## src/rtl/i2c_mt9v034_cfg_master.sv

```systemverilog
// I2C/SCCB initiator that walks the MT9V034 configuration LUT, writing or reading each entry.
// Bus timing is built from four CLK_DIV-cycle quarters per bit; all bus outputs are registered.
module i2c_mt9v034_cfg_master #(
    parameter int         CLK_DIV    = 62,
    parameter int         INIT_DLY   = 1000000,
    parameter logic [6:0] SLAVE_ADDR = 7'h48,
    parameter int         READ_CNT   = 2,
    parameter int         SKIP_DLY   = 1000,
    parameter int         MAX_RETRY  = 3
) (
    input  logic        clk,
    input  logic        rst,
    output logic [7:0]  lut_index,
    input  logic [23:0] lut_data,
    input  logic [7:0]  lut_size,
    output logic        i2c_scl,
    output logic        i2c_sda_oe,
    input  logic        i2c_sda_i,
    output logic [15:0] rd_data,
    output logic        rd_valid,
    output logic        cfg_done,
    output logic        cfg_err
);
    localparam int DIV_W   = (CLK_DIV > 1) ? $clog2(CLK_DIV) : 1;
    localparam int DLY_MAX = (INIT_DLY > SKIP_DLY) ? INIT_DLY : SKIP_DLY;
    localparam int DLY_W   = $clog2(DLY_MAX + 1);
    localparam int RTY_W   = (MAX_RETRY > 0) ? $clog2(MAX_RETRY + 1) : 1;
    localparam logic [7:0] READ_LIM = 8'(READ_CNT);

    typedef enum logic [4:0] {
        S_INIT, S_LOAD, S_SKIP, S_START, S_ADDR_W, S_REG, S_DHI, S_DLO, S_ACK,
        S_RESTART, S_ADDR_R, S_RDHI, S_MACK, S_RDLO, S_MNACK, S_STOP, S_NEXT, S_DONE
    } state_t;

    state_t             state_q, ret_q, tx_ret;
    logic [DIV_W-1:0]   div_q;
    logic [1:0]         ph_q;
    logic [2:0]         bit_q;
    logic [DLY_W-1:0]   dly_q;
    logic [7:0]         shreg_q, idx_q;
    logic [15:0]        rx_q, rd_data_q;
    logic [23:0]        data_q;
    logic [RTY_W-1:0]   retry_q;
    logic               sda_s_q, nack_q, scl_q, oe_q, rd_valid_q, done_q, err_q;
    logic               scl_d, oe_d, tick, sample, slot_end, is_read;

    assign tick     = (div_q == DIV_W'(CLK_DIV - 1));
    assign sample   = tick && (ph_q == 2'd2);
    assign slot_end = tick && (ph_q == 2'd3);
    assign is_read  = (idx_q < READ_LIM);

    // Quarters 0-1 hold SCL low, 2-3 hold it high; SDA may only move as quarter 1 begins,
    // except for the deliberate START/STOP edges in quarter 3.
    always_comb begin
        // NOTE: defaults first so every path assigns every signal and no latch is inferred.
        scl_d  = 1'b1;
        oe_d   = 1'b0;
        tx_ret = S_RDHI;
        case (state_q)
            S_START:   oe_d = (ph_q == 2'd3);
            S_RESTART: begin scl_d = ph_q[1]; oe_d = (ph_q == 2'd3); end
            S_ADDR_W, S_REG, S_DHI, S_DLO, S_ADDR_R: begin
                scl_d = ph_q[1];
                oe_d  = (ph_q == 2'd0) ? oe_q : ~shreg_q[7];
            end
            S_ACK, S_RDHI, S_RDLO, S_MNACK: begin
                scl_d = ph_q[1];
                oe_d  = (ph_q == 2'd0) ? oe_q : 1'b0;
            end
            S_MACK: begin scl_d = ph_q[1]; oe_d = (ph_q == 2'd0) ? oe_q : 1'b1; end
            S_STOP: begin scl_d = ph_q[1]; oe_d = (ph_q == 2'd0) ? oe_q : (ph_q != 2'd3); end
            default: ;
        endcase
        case (state_q)
            S_ADDR_W: tx_ret = S_REG;
            S_REG:    tx_ret = is_read ? S_RESTART : S_DHI;
            S_DHI:    tx_ret = S_DLO;
            S_DLO:    tx_ret = S_STOP;
            default:  tx_ret = S_RDHI;
        endcase
    end

    always_ff @(posedge clk) begin
        if (rst) begin
            state_q <= S_INIT;   ret_q <= S_REG;      div_q <= '0;     ph_q <= '0;
            bit_q <= '0;         dly_q <= '0;         shreg_q <= '0;   rx_q <= '0;
            data_q <= '0;        retry_q <= '0;       sda_s_q <= 1'b1; nack_q <= 1'b0;
            idx_q <= '0;         scl_q <= 1'b1;       oe_q <= 1'b0;    rd_data_q <= '0;
            rd_valid_q <= 1'b0;  done_q <= 1'b0;      err_q <= 1'b0;
        end else begin
            scl_q      <= scl_d;
            oe_q       <= oe_d;
            rd_valid_q <= 1'b0;
            div_q      <= tick ? '0 : div_q + DIV_W'(1);
            if (tick) ph_q <= ph_q + 2'd1;
            if (sample && state_q == S_ACK) sda_s_q <= i2c_sda_i;
            if (sample && (state_q == S_RDHI || state_q == S_RDLO)) rx_q <= {rx_q[14:0], i2c_sda_i};

            case (state_q)
                S_INIT: begin
                    if (dly_q == DLY_W'(INIT_DLY - 1)) begin
                        dly_q   <= '0;
                        state_q <= (lut_size == 8'd0) ? S_DONE : S_LOAD;
                    end else dly_q <= dly_q + DLY_W'(1);
                end
                S_LOAD: begin
                    data_q <= lut_data;
                    div_q  <= '0;
                    ph_q   <= '0;
                    bit_q  <= '0;
                    nack_q <= 1'b0;
                    dly_q  <= '0;
                    state_q <= (!is_read && lut_data[23:16] == 8'h00) ? S_SKIP : S_START;
                end
                S_SKIP: begin
                    if (dly_q == DLY_W'(SKIP_DLY - 1)) state_q <= S_NEXT;
                    else dly_q <= dly_q + DLY_W'(1);
                end
                S_START: if (slot_end) begin
                    state_q <= S_ADDR_W;
                    shreg_q <= {SLAVE_ADDR, 1'b0};
                    bit_q   <= '0;
                end
                S_RESTART: if (slot_end) begin
                    state_q <= S_ADDR_R;
                    shreg_q <= {SLAVE_ADDR, 1'b1};
                    bit_q   <= '0;
                end
                S_ADDR_W, S_REG, S_DHI, S_DLO, S_ADDR_R: if (slot_end) begin
                    if (bit_q == 3'd7) begin
                        state_q <= S_ACK;
                        ret_q   <= tx_ret;
                    end else begin
                        bit_q   <= bit_q + 3'd1;
                        shreg_q <= {shreg_q[6:0], 1'b0};
                    end
                end
                S_ACK: if (slot_end) begin
                    bit_q <= '0;
                    if (sda_s_q) begin
                        nack_q  <= 1'b1;
                        state_q <= S_STOP;
                    end else begin
                        state_q <= ret_q;
                        case (ret_q)
                            S_REG:   shreg_q <= data_q[23:16];
                            S_DHI:   shreg_q <= data_q[15:8];
                            S_DLO:   shreg_q <= data_q[7:0];
                            default: shreg_q <= shreg_q;
                        endcase
                    end
                end
                S_RDHI, S_RDLO: if (slot_end) begin
                    if (bit_q == 3'd7) begin
                        bit_q   <= '0;
                        state_q <= (state_q == S_RDHI) ? S_MACK : S_MNACK;
                    end else bit_q <= bit_q + 3'd1;
                end
                S_MACK: if (slot_end) state_q <= S_RDLO;
                S_MNACK: if (slot_end) begin
                    state_q    <= S_STOP;
                    rd_data_q  <= rx_q;
                    rd_valid_q <= 1'b1;
                end
                S_STOP: if (slot_end) begin
                    if (!nack_q) state_q <= S_NEXT;
                    else if (retry_q == RTY_W'(MAX_RETRY)) begin
                        err_q   <= 1'b1;
                        retry_q <= '0;
                        state_q <= S_NEXT;
                    end else begin
                        retry_q <= retry_q + RTY_W'(1);
                        state_q <= S_LOAD;
                    end
                end
                S_NEXT: begin
                    retry_q <= '0;
                    if (lut_size == 8'd0 || idx_q == lut_size - 8'd1) begin
                        state_q <= S_DONE;
                        done_q  <= 1'b1;
                    end else begin
                        idx_q   <= idx_q + 8'd1;
                        state_q <= S_LOAD;
                    end
                end
                S_DONE:  done_q <= 1'b1;
                default: state_q <= S_INIT;
            endcase
        end
    end

    assign lut_index  = idx_q;
    assign i2c_scl    = scl_q;
    assign i2c_sda_oe = oe_q;
    assign rd_data    = rd_data_q;
    assign rd_valid   = rd_valid_q;
    assign cfg_done   = done_q;
    assign cfg_err    = err_q;
endmodule

```

## config.mk

```make
export PLATFORM = sky130hd
export DESIGN_NAME = i2c_mt9v034_cfg_master
export DESIGN_NICKNAME = d
export VERILOG_FILES = /design/src/rtl/i2c_mt9v034_cfg_master.sv
export SDC_FILE = /design/constraint.sdc
export NUM_CORES = 1
export LEC_CHECK = 0
export CAP_MARGIN = 20
export CORE_MARGIN = 5
export CORE_UTILIZATION = 61
export CTS_CLUSTER_SIZE = 30
export DETAILED_ROUTE_END_ITERATION = 7
export PLACE_DENSITY_LB_ADDON = 0.2
export SYNTH_ARGS = -nofsm -noshare
export SYNTH_HDL_FRONTEND = slang
export SYNTH_SLANG_ARGS = --single-unit
```

## constraint.sdc

```tcl
create_clock -name clk -period 5.2 [get_ports clk]
set_input_delay 0.78 -clock clk [delete_from_list [all_inputs] [get_ports clk]]
set_output_delay 0.78 -clock clk [all_outputs]
set_load 0.02 [all_outputs]
```

### Yosys cells after proc, flatten, opt, wreduce, memory -nomap -nowiden

Cells that the tools add are included.

| cells by class | value |
|---|---|
| add/sub/neg operators | 7 |
| order comparisons | 1 |
| eq/ne operators | 53 |
| muxes and demuxes | 54 |
| bitwise logic cells | 5 |
| reductions and logical operators | 40 |

Operators by type and width:

| operator | number |
|---|---|
| 2-to-1 mux 5 bit | 17 |
| case mux 5 bit (13 select lines) | 1 |
| case mux 20 bit (3 select lines) | 1 |
| 2-to-1 mux 8 bit | 6 |
| != test 2 bit, second input constant | 23 |
| == test 5 x 4 -> 1 bit, second input constant | 8 |
| 2-to-1 mux 20 bit | 2 |
| == test 5 x 3 -> 1 bit, second input constant | 7 |
| case mux 8 bit (4 select lines) | 1 |
| case mux 8 bit (3 select lines) | 1 |
| adder 20 x 1 -> 20 bit, second input constant | 1 |
| == test 20 x 10 -> 1 bit, second input constant | 1 |
| == test 20 bit, second input constant | 1 |
| logical NOT 8 bit | 2 |
| case mux 4 bit (4 select lines) | 1 |
| 2-to-1 mux 3 bit | 5 |
| AND reduction 13 bit | 1 |
| case mux 3 bit (4 select lines) | 1 |
| OR reduction 12 bit | 1 |
| == test 5 x 2 -> 1 bit, second input constant | 2 |
| == test 5 bit, second input constant | 2 |
| OR reduction 2 bit | 5 |
| 2-to-1 mux 1 bit | 9 |
| AND reduction 3 bit | 3 |
| other kinds (34) | 58 |

| storage, ports and cells | value |
|---|---|
| bits in registers | 122 |
| input bits | 35 |
| word-level logic and storage cells | 179 |

### Longest topological paths before layout

| logic depth | value |
|---|---|
| depth in word-level cells | 5 |
| depth in mapped cells | 10 |
| mapped depth without buffers | 8 |

### Worst setup path before layout

Ideal clock, no wire load.

| timing path | value |
|---|---|
| path type | input to register |
| from | input lut_size[0] |
| to | register idx_q[0] (netlist: lut_index[0]) |
| arrival | 2.501 ns |
| slack | 2.578 ns |
| cell stages on the path | 9 |
| buffers on the path | 1 |
| cell sequence | inv_1 -> ha_1 -> or4b_4 -> nor2_2 -> xnor2_1 -> and4_4 -> buf_4 -> nor2_1 -> mux2_2 |

| between the ends | value |
|---|---|
| word-level cells in the longest chain between the ends | 5 |
| elaborated cells between the ends (all ways) | 6 |

Ends and longest elaborated chain:

| what | line | RTL |
|---|---|---|
| start, declared | 15 | `input logic [7:0] lut_size,` |
| subtractor 8 x 1 -> 8 bit | 178 | `if (lut_size == 8'd0 \|\| idx_q == lut_size - 8'd1) begin` |
| == test 8 bit | 178 |  |
| logical OR 1 bit (*) | 178 |  |
| NOT 1 bit (no line) (*) | -- |  |
| AND reduction 2 bit (no line) (*) | -- |  |
| end signal, assigned | 182 | `idx_q <= idx_q + 8'd1;` |
| end, declared | 40 | `logic [7:0] shreg_q, idx_q;` |

Every way passes the cells marked *; elsewhere a longest branch is shown, timed or not.
A chain may end at the register's enable or synchronous reset.

### Worst setup path in the final report

| timing path | value |
|---|---|
| from | register state_q[1] |
| to | register dly_q[8] |

| between the ends | value |
|---|---|
| word-level cells in the longest chain between the ends | 3 |
| elaborated cells between the ends (all ways) | 7 |

Ends and longest elaborated chain:

| what | line | RTL |
|---|---|---|
| start, declared | 35 | `state_t state_q, ret_q, tx_ret;` |
| start signal, assigned | 103 | `state_q <= (lut_size == 8'd0) ? S_DONE : S_LOAD;` |
| start signal, assigned | 113 | `state_q <= (!is_read && lut_data[23:16] == 8'h00) ? S_SKIP : S_START;` |
| start signal, assigned | 144 | `state_q <= ret_q;` |
| == test 5 x 2 -> 1 bit (tied with other cells) | 99 | `case (state_q)` |
| != test 2 bit (no line) / nonzero test 3 bit (equally long branches) | -- |  |
| AND reduction 2 bit (no line) | -- |  |
| end signal, assigned | 104 | `end else dly_q <= dly_q + DLY_W'(1);` |
| end signal, assigned | 117 | `else dly_q <= dly_q + DLY_W'(1);` |
| end, declared | 39 | `logic [DLY_W-1:0] dly_q;` |

Several ways; a longest one is shown, not always the timed one.

==> impl_metrics.ini <==
[run_status]
status = finished clean

[route]
met2_length_um = 6930
avgRoutedWirePerCell_um = 15.0
route.detailed.drc = 0
viasPerCell = 5.88
wl_um = 13700
met1_length_um = 5760
vias = 5382
drt_iter0_markers = 356
antenna_left = 0
highest_layer = met4
first_pass_iters = 5
wl_met3_um = 772

[clocking]
ctsHoldBuffers = 0
cts_buffers = 17
clkTransAtPathRegs_ns = 0.06
cts_setup_buffers = 0
cts_tree = yes
clock_sinks = 121
insertion_delay_ns = 0.53
cts_buffer_depth = 2
cts_root_buf = clkbuf_8
cts.htree.levels = 4
cts_resized = 0

[final_layout]
nets = 817
antennaDiodeCount = 0
fill_cells = 774
final_layout_size_suffix_gt1_share_pct = 4.98
final_cell_mix = dfxtp_1 (121), nand2_1 (118), a21oi_1 (78)
syn_to_final_growth_pct = 20.3
multiInputGateArea_um2 = 3280
fin_util_pct = 73.9
instances_no_fill = 916
layout_commonest_cell = dfxtp_1
final-seq-area_um2 = 2420

[setup_path]
endpoint_kind = flip-flop
cp_common_cell = nand2_1
crit_fanout = 28
r2r_start = state_q[1]
worst-r2r-cell-count = 6
crit_buf_inv = 0
arrival_ns = 3.62
cpLargestDelayFamily = simple AND/OR/NAND/NOR gates
crit_slowest_cell = nand2_1
crit_type = flip-flop to flip-flop
r2r_setup_slack_ns = 1.98
critPathRequiredTime_ns = 5.61
crit_chain = nor4_2 > nand2_1 > o41ai_1 > a21o_1 > or4_1 > nand2_1
reg2reg_to = dly_q[8]
cp-start-kind = flip-flop
cp_slowest_stage_delay_ns = 0.72

[global_route]
grt_pass1_vias = 5171
overflow = 0
antenna_found_initial = 0
grt_max_degree = 82
grt_usage_pct = 24.3
grt_pass1_wl_um = 23000

[sta]
clock_skew_ns = 0.00799
whs_ns = 0.456
maxSlewViolCount = 0
setup_viol = 0
rsz0062_at_grt = no
worst_pin_slew_ns = 1.02
period_needed_ns = 3.22
hold_viol = 0
fmax_mhz = 311
fin_crit_sh_pct = 61.9
tns_ns = 0
relSlewSlack_pct = 31.7
setup_ws_ns = 1.98

[synthesis]
yosys_warnings = 0
syn_area_um2 = 5920
synth.area.top_cells = dfxtp_1 (41%), nand2_1 (7.5%), a21oi_1 (6.6%)
synth_seq_cells = 121
yosys.area.top_type = dfxtp_1
synth_fp_nets = 776
netlist_instances = 730
yosys.cell_types.count = 62
async_flop_share_pct = 0
avgSynthCellArea_um2 = 8.11
seq_area_frac_synth_pct = 40.9
synth_edf_count = 0
synthFlopType = dfxtp_1
synth_top_area_share_pct = 40.9

[worst_hold_path]
hold_start = data_q[18]
hold_path_end = data_q[18]
min_delay_path_depth = 2
hp-class = flip-flop to flip-flop

[power_and_ir_drop]
vdd_drop_max_v = 0.000273
netSwitchingFraction_pct = 23.6
power.internal_mw = 1.80
p_clk_share_pct = 48.9
powerDensity_nw_per_um2 = 332
pwr-share-seq_pct = 42.5
p_sw_mw = 0.557
comb_power_share_pct = 8.7
leakagePower_nw = 2.44

[floorplan]
initial_core_util_pct = 61.4
rows = 36
die_width_um = 109
ios = 64
dieArea_um2 = 11800
die_y_um = 109
fp.coreArea_um2 = 9640

[place]
dp_cells = 885
dp_slack_ns = 1.91
io_buffers = 63
dp_hpwl_um = 9230
gp_congestion = 0.899

[run]
cap_violations = 0
worst min-delay path: stages (launching register included):
cell and delay (ns):
dfxtp_1 0.31, nand2_1 0.05, a21oi_1 0.05
state kept, by name, indices dropped and copies added, names as in the netlist, 2 cells and up:
| register | flops |
|---|---|
| dly_q | 20 |
| rd_data | 16 |
| retry_q | 2 |
| rx_q | 16 |
| lut_index | 8 |
| state_q | 5 |
| bit_q | 3 |
| ret_q | 4 |
| div_q | 6 |
| shreg_q | 8 |
| ph_q | 2 |
| data_q | 24 |
cells by family (layout without fill, tap and decap cells):
family | count (synthesis) | after routing | synth area share (%)
multiplexers | 40 | 40 | 6.78
adder cells (fa/ha/maj) | 11 | 11 | 2.32
AO/OA/AOI/OAI | 150 | 150 | 15.3
buffers and inverters | 53 | 106 | 3.68
flip-flops | 121 | 121 | 40.9
XOR/XNOR | 25 | 25 | 3.70
AND/OR/NAND/NOR | 330 | 330 | 27.3
how the worst max path moves through the flow:
stage | from | to | slack (ns) | depth (start not counted)
6_report | state_q[1] | dly_q[8] | 1.98 | 6
5_1_grt | state_q[2] | dly_q[12] | 1.67 | 6
4_1_cts | state_q[2] | dly_q[8] | 2.01 | 6
3_5_place_dp | lut_size[0] | lut_index[3] | 1.91 | 9
3_3_place_gp | lut_size[0] | lut_index[0] | 2.03 | 8
2_1_floorplan | lut_size[0] | lut_index[0] | 2.58 | 9
stage by stage:
step / area [µm²] / power [mW]
finish: 7120 / 2.36
global route: 7120 / 2.45
CTS: 7120 / 2.37
detailed placement: 6550 / 1.22
global placement: 6550 / 1.22
floorplan: 5920 / 1.16
power by group through the flow:
stage	logic (mW)	registers, mW	clock network (mW)
floorplan	0.155	1.01	0
global placement	0.197	1.02	0
detailed placement	0.203	1.02	0
CTS	0.205	1.00	1.17
global route	0.230	1.01	1.21
finish	0.205	1.00	1.15
per-layer routing:
metal	global-route usage, %	vias to the layer above
met3	7.04	28
met2	41.7	169
li1	-	2663
met1	28.1	2522
met5	0	-
met4	10.3	0
synth_stat cells (2+ instances only):
master and n:
o21bai_1 3, nor3_1 16, nand2_1 118, mux2i_1 39, o21a_1 4, o21ai_0 22, a32oi_1 2, and3_1 7
ha_1 11, a31oi_1 4, nand2b_1 18, nor2_1 75, xnor2_1 16, buf_1 3, nor4_1 9, nand3b_1 7
or3_1 8, nand4_1 11, o211ai_1 8, and2_1 5, nor2b_1 7, nand4b_1 2, nor3b_1 2, or4_1 12
and4_1 3, o2111a_1 2, buf_4 2, a21oi_1 78, dfxtp_1 121, nor2_2 2, a2111oi_0 3, xor2_1 9
clkbuf_1 29, buf_2 9, a211oi_1 2, inv_1 10, o31ai_1 7, nand3_1 20
final cells by class:
| class | instances | share of cell area, % |
|---|---|---|
| clock buffers | 23 | 6.41 |
| flip-flops and latches | 121 | 34.0 |
| repair buffers | 65 | 8.99 |
| well taps | 133 | 2.34 |
| inverters | 10 | 0.527 |
| multi-input cells | 556 | 46.0 |
| clock inverters | 8 | 1.69 |
Note: power is estimated with default switching activity, not from simulation.
